==> src/rtl/reset_seq_pkg.sv <==
// Shared types and elaboration-time helpers for the reset sequencer.
// The counter/index width helpers and the parameter legality check live here.
package reset_seq_pkg;

    typedef enum logic [1:0] {
        IDLE    = 2'd0,
        HOLD    = 2'd1,
        RELEASE = 2'd2
    } seq_state_t;

    function automatic int max_of(input int a, input int b);
        return (a > b) ? a : b;
    endfunction

    // A counter that must hold values 0..max_value-1 needs at least one bit
    function automatic int width_for(input int max_value);
        int w;
        w = $clog2(max_value);
        return (w < 1) ? 1 : w;
    endfunction

    function automatic bit params_ok(input int n_req, input int n_ch, input int sync_stages,
                                     input int hold_cycles, input int gap_cycles);
        return (n_req >= 1) && (n_ch >= 1) && (sync_stages >= 2) &&
               (hold_cycles >= 1) && (gap_cycles >= 1);
    endfunction

endpackage

==> src/rtl/sync_bit.sv <==
// Multi-flop synchroniser for one asynchronous bit; flops clear to 0 on reset.
module sync_bit #(
    parameter int STAGES = 3
) (
    input  logic clk,
    input  logic rst_n,
    input  logic d,
    output logic q
);

    logic [STAGES-1:0] chain;

    always_ff @(posedge clk or negedge rst_n) begin
        if (!rst_n) begin
            chain <= '0;
        end else begin
            chain <= {chain[STAGES-2:0], d};
        end
    end

    assign q = chain[STAGES-1];

endmodule

==> src/rtl/reset_sequencer.sv <==
// Merges async and software reset requests into N_CH resets that assert together,
// hold for HOLD_CYCLES, then release channel 0 first with GAP_CYCLES spacing.
module reset_sequencer
    import reset_seq_pkg::*;
#(
    parameter int N_REQ       = 2,
    parameter int N_CH        = 4,
    parameter int SYNC_STAGES = 3,
    parameter int HOLD_CYCLES = 16,
    parameter int GAP_CYCLES  = 4
) (
    input  logic             clk,
    input  logic             rst_n,
    input  logic [N_REQ-1:0] rst_req,
    input  logic             sw_rst,
    output logic [N_CH-1:0]  rst_out,
    output logic             busy,
    output logic             done
);

    localparam int CNT_W = width_for(max_of(HOLD_CYCLES, GAP_CYCLES));
    localparam int IDX_W = width_for(N_CH);

    localparam logic [CNT_W-1:0] HOLD_LOAD = CNT_W'(HOLD_CYCLES - 1);
    localparam logic [CNT_W-1:0] GAP_LOAD  = CNT_W'(GAP_CYCLES - 1);
    localparam logic [CNT_W-1:0] CNT_ONE   = CNT_W'(1);
    localparam logic [IDX_W-1:0] IDX_ONE   = IDX_W'(1);
    localparam logic [IDX_W-1:0] IDX_LAST  = IDX_W'(N_CH - 1);

    if (!params_ok(N_REQ, N_CH, SYNC_STAGES, HOLD_CYCLES, GAP_CYCLES)) begin : g_bad_params
        $error("reset_sequencer: illegal parameter combination");
    end

    logic [N_REQ-1:0] req_sync;
    logic             req_s;

    for (genvar i = 0; i < N_REQ; i++) begin : g_sync
        sync_bit #(
            .STAGES (SYNC_STAGES)
        ) u_sync (
            .clk   (clk),
            .rst_n (rst_n),
            .d     (rst_req[i]),
            .q     (req_sync[i])
        );
    end

    assign req_s = (|req_sync) | sw_rst;

    seq_state_t       state, state_n;
    logic [CNT_W-1:0] cnt, cnt_n;
    logic [IDX_W-1:0] idx, idx_n;
    logic [N_CH-1:0]  rst_out_n;
    logic             done_n;

    // Reset lands in HOLD with a full count, so power-on runs the whole sequence
    always_ff @(posedge clk or negedge rst_n) begin
        if (!rst_n) begin
            state   <= HOLD;
            cnt     <= HOLD_LOAD;
            idx     <= '0;
            rst_out <= '1;
            done    <= 1'b0;
        end else begin
            state   <= state_n;
            cnt     <= cnt_n;
            idx     <= idx_n;
            rst_out <= rst_out_n;
            done    <= done_n;
        end
    end

    // A request always wins over counter events and re-asserts every channel
    always_comb begin
        state_n   = state;
        cnt_n     = cnt;
        idx_n     = idx;
        rst_out_n = rst_out;
        done_n    = 1'b0;
        case (state)
            HOLD: begin
                if (req_s) begin
                    cnt_n = HOLD_LOAD;
                end else if (cnt != '0) begin
                    cnt_n = cnt - CNT_ONE;
                end else begin
                    rst_out_n[0] = 1'b0;
                    cnt_n        = GAP_LOAD;
                    idx_n        = IDX_ONE;
                    if (N_CH == 1) begin
                        done_n  = 1'b1;
                        state_n = IDLE;
                    end else begin
                        state_n = RELEASE;
                    end
                end
            end
            RELEASE: begin
                if (req_s) begin
                    rst_out_n = '1;
                    cnt_n     = HOLD_LOAD;
                    state_n   = HOLD;
                end else if (cnt != '0) begin
                    cnt_n = cnt - CNT_ONE;
                end else begin
                    rst_out_n[idx] = 1'b0;
                    cnt_n          = GAP_LOAD;
                    if (idx == IDX_LAST) begin
                        done_n  = 1'b1;
                        state_n = IDLE;
                    end else begin
                        idx_n = idx + IDX_ONE;
                    end
                end
            end
            IDLE: begin
                if (req_s) begin
                    rst_out_n = '1;
                    cnt_n     = HOLD_LOAD;
                    state_n   = HOLD;
                end
            end
            default: begin
                rst_out_n = '1;
                cnt_n     = HOLD_LOAD;
                state_n   = HOLD;
            end
        endcase
    end

    assign busy = (state != IDLE);

endmodule
==> config.mk <==
export PLATFORM = sky130hd
export DESIGN_NAME = reset_sequencer
export DESIGN_NICKNAME = d
export VERILOG_FILES = /design/src/rtl/reset_seq_pkg.sv /design/src/rtl/sync_bit.sv /design/src/rtl/reset_sequencer.sv
export SDC_FILE = /design/constraint.sdc
export NUM_CORES = 1
export LEC_CHECK = 0
export ABC_CLOCK_PERIOD_IN_PS = 2400
export CORE_ASPECT_RATIO = 1.1
export CORE_UTILIZATION = 35
export CTS_BUF_LIST = sky130_fd_sc_hd__clkbuf_8
export DETAILED_ROUTE_END_ITERATION = 7
export GPL_TIMING_DRIVEN = 0
export PLACE_DENSITY = 0.63
export SLEW_MARGIN = 20
export SYNTH_ARGS = -nofsm -noshare
export SYNTH_HDL_FRONTEND = slang
export SYNTH_SLANG_ARGS = --single-unit
==> constraint.sdc <==
create_clock -name clk -period 2.4 [get_ports clk]
set_input_delay 0.72 -clock clk [delete_from_list [all_inputs] [get_ports clk]]
set_output_delay 0.72 -clock clk [all_outputs]
set_load 0.1 [all_outputs]
==> results.sh <==
export IMPL_status="completed"
export IMPL_finClkSkew_ns=0.002016
export IMPL_seq_area_frac_synth_pct=46.92
export IMPL_ys_types=36
export IMPL_arrival_ns=1.64
export IMPL_ioPinCount=11
export IMPL_clkTransAtPathRegs_ns=0.07
export IMPL_multiInputGateArea_um2=473.0
export IMPL_hold_path_class="flop to flop"
export IMPL_drcViolationCount=0
export IMPL_synth_xor_area_share_pct=0
export IMPL_ff_latch_area_um2=486.7
export IMPL_dieHeight_um=59.10
export IMPL_power_density_mw_per_mm2=652.2
export IMPL_p_total_uw=799.7
export IMPL_post_drt_wl_per_cell_um=13.84
export IMPL_synth_compound_area_share_pct=20.87
export IMPL_maxSlewHeadroom_pct=36.63
export IMPL_first_iter_violations=10
export IMPL_fmax_mhz=423.2
export IMPL_die_area_mm2=0.003186
export IMPL_core_area_mm2=0.002803
export IMPL_max_stage_delay_ns=0.85
export IMPL_grt_pass1_vias=755
export IMPL_cts_inserted_buffers=3
export IMPL_start_kind="flop"
export IMPL_synth_top_family_by_area="compound AO/OA/AOI/OAI gates"
export IMPL_synth_fa_ha_area_share_pct=10.86
export IMPL_place_gp_congestion=0.7289
export IMPL_setup_viol=0
export IMPL_overflow=0
export IMPL_synth_area_mm2=0.001037
export IMPL_drtAntennaViolNets=0
export IMPL_finalWirelength_um=1965
export IMPL_dp_cells=139
export IMPL_crit_buf_inv=1
export IMPL_synth_simple_area_share_pct=13.63
export IMPL_grt_first_pass_wirelength_um=3339
export IMPL_finalMaxSlewViolations=0
export IMPL_min_period_over_period_pct=98.45
export IMPL_final_cell_count_no_fill=142
export IMPL_yosys_warnings=0
export IMPL_vdd_drop_max_mv=0.5074
export IMPL_leakage_uw=0.0005167
export IMPL_synth_seq_cells=19
export IMPL_fin_util_pct=43.75
export IMPL_dr_total_vias=746
export IMPL_cts_tree="built"
export IMPL_crit_required_ns=1.68
export IMPL_reg2reg_from="cnt[0]$_DFFE_PN1P_"
export IMPL_area_growth_pct=18.22
export IMPL_gr_usage_all_layers_pct=14.81
export IMPL_hpwl_um=1463
export IMPL_synth_nets=110
export IMPL_synth_main_ff_cell="dfrtp_1"
export IMPL_rsz0062_at_grt="no"
export IMPL_cp_end_kind="output pin"
export IMPL_cts_root_buf="clkbuf_8"
export IMPL_filler_cell_count=286
export IMPL_num_antenna_cells=0
export IMPL_holdCritStartpoint="g_sync[0].u_sync.chain[1]$_DFF_PN0_"
export IMPL_die_w_um=53.91
export IMPL_post_cts_repair_setup_buffers=0
export IMPL_criticalPathCategory="flop to output pin"
export IMPL_antenna_found_initial=0
export IMPL_critPathMaxFanout=2
export IMPL_critical_path_slowest_cell="dlygate4sd2_1"
export IMPL_drv_cap=0
export IMPL_clock_latency_ns=0.26
export IMPL_firstDrtPassIters=4
export IMPL_cp_top_family="buffers and inverters"
export IMPL_tightest_slew_ns=0.9543
export IMPL_period_needed_ns=2.363
export IMPL_synthMuxAreaShare_pct=0
export IMPL_grt_max_degree=20
export IMPL_crit_path_cell_trace="dlygate4sd2_1"
export IMPL_hold_viol=0
export IMPL_avgSynthCellArea_um2=10.80
export IMPL_viasPerCell=5.254
export IMPL_clock_path_buffers=2
export IMPL_critPathLaunch="rst_out[1]$_DFFE_PN1P_"
export IMPL_final_nets=124
export IMPL_async_reset_ff_share_pct=100.0
export IMPL_synth_edf_count=0
export IMPL_initial_core_util_pct=37.01
export IMPL_placementRows=20
export IMPL_netlist_instances=96
export IMPL_htreeDepth=1
export IMPL_cts_sinks=19
export IMPL_drive_gt1_share_pct=18.35
export IMPL_port_buffers=10
export IMPL_tns_ns=0
path summary, 6_finish.rpt:
| path | endpoint | slack (ns) | cells past startpoint |
|---|---|---|---|
| hold / removal | g_sync[0].u_sync.chain[2]$_DFF_PN0_ | 0.35 | 0 |
| setup / recovery | rst_out[1] | 0.04 | 1 |
| hold reg to reg | g_sync[0].u_sync.chain[2]$_DFF_PN0_ | 0.35 | 0 |
| setup reg to reg | state[1]$_DFFE_PN0P_ | 0.60 | 6 |
| max in group asynchronous | state[1]$_DFFE_PN0P_ | 0.94 | 1 |
| min in group asynchronous | idx[1]$_DFFE_PN0P_ | 0.94 | 1 |
registers in the layout (all words and copies together) (netlist names):
name                 cells
done                     1
rst_out                  4
state                    2
cnt                      4
idx                      2
g_sync.u_sync.chain      6
per-stage QoR:
stage / instance area [µm²] / hold WS (ns) / setup WS [ns]
floorplan: 1037 / 0.3312 / 0.05999
global placement: 1179 / 0.3330 / -0.6308
detailed placement: 1179 / 0.3364 / -0.6466
CTS: 1229 / 0.3540 / 0.007640
global route: 1226 / 0.3636 / 0.00006950
finish: 1226 / 0.3518 / 0.03724
final cells by class:
cell class / instances / area share, %
flip-flops and latches: 19 / 39.69
multi-input cells: 59 / 38.57
repair buffers: 10 / 8.163
inverters: 14 / 4.286
clock buffers: 3 / 3.367
well taps: 33 / 3.367
plain buffers: 3 / 1.939
clock inverters: 1 / 0.6122
report_power, final:
part,internal [µW],total (µW),switching [µW]
logic,46.0,201,155
registers,354,368,14.1
clock network,117,231,113
total,518,800,282
cells by family after synthesis:
logic type | count (synthesis)
DFF | 19
adders and majority gates | 9
buffers and inverters | 18
and+or+nand+nor | 24
AOI/OAI and AO/OA | 26
metal layers:
layer  track usage [%]  up-vias  share of wire, %
li1                  -      364                 -
met2             26.28       11                50
met1             16.94      369                46
met4             5.639        0               1.6
met3             3.077        2               2.7
met5                 0        -                 0
cell usage after synthesis, types with 2 or more instances:
master,instances,area [µm²]
a2111oi_0,3,26.28
dfrtp_1,10,250.2
dfstp_2,9,236.5
ha_1,9,112.6
inv_1,14,52.55
nand2_1,4,15.01
nand2b_1,4,25.02
nor2_1,3,11.26
nor3_1,4,20.02
nor4b_1,2,17.52
o211ai_1,2,15.01
o21ai_0,7,35.03
o31ai_1,2,15.01
cells in the final DEF (no fill, tap or decap), types with 4 or more instances in the layout:
| cell type | count |
|---|---|
| clkdlybuf4s50_1 | 4 |
| dfrtp_1 | 10 |
| dfstp_2 | 9 |
| dlygate4sd2_1 | 4 |
| ha_1 | 8 |
| inv_1 | 14 |
| nand2_1 | 4 |
| nand2b_1 | 4 |
| nor3_1 | 4 |
| o21ai_0 | 7 |
timing repair:
action,CTS,global route
hold buffers,0,0
endpoints found under the setup margin,6,1
endpoints found under the hold margin,0,0
resized for setup,15,1
No activity file was read; power rests on OpenSTA's default activity.
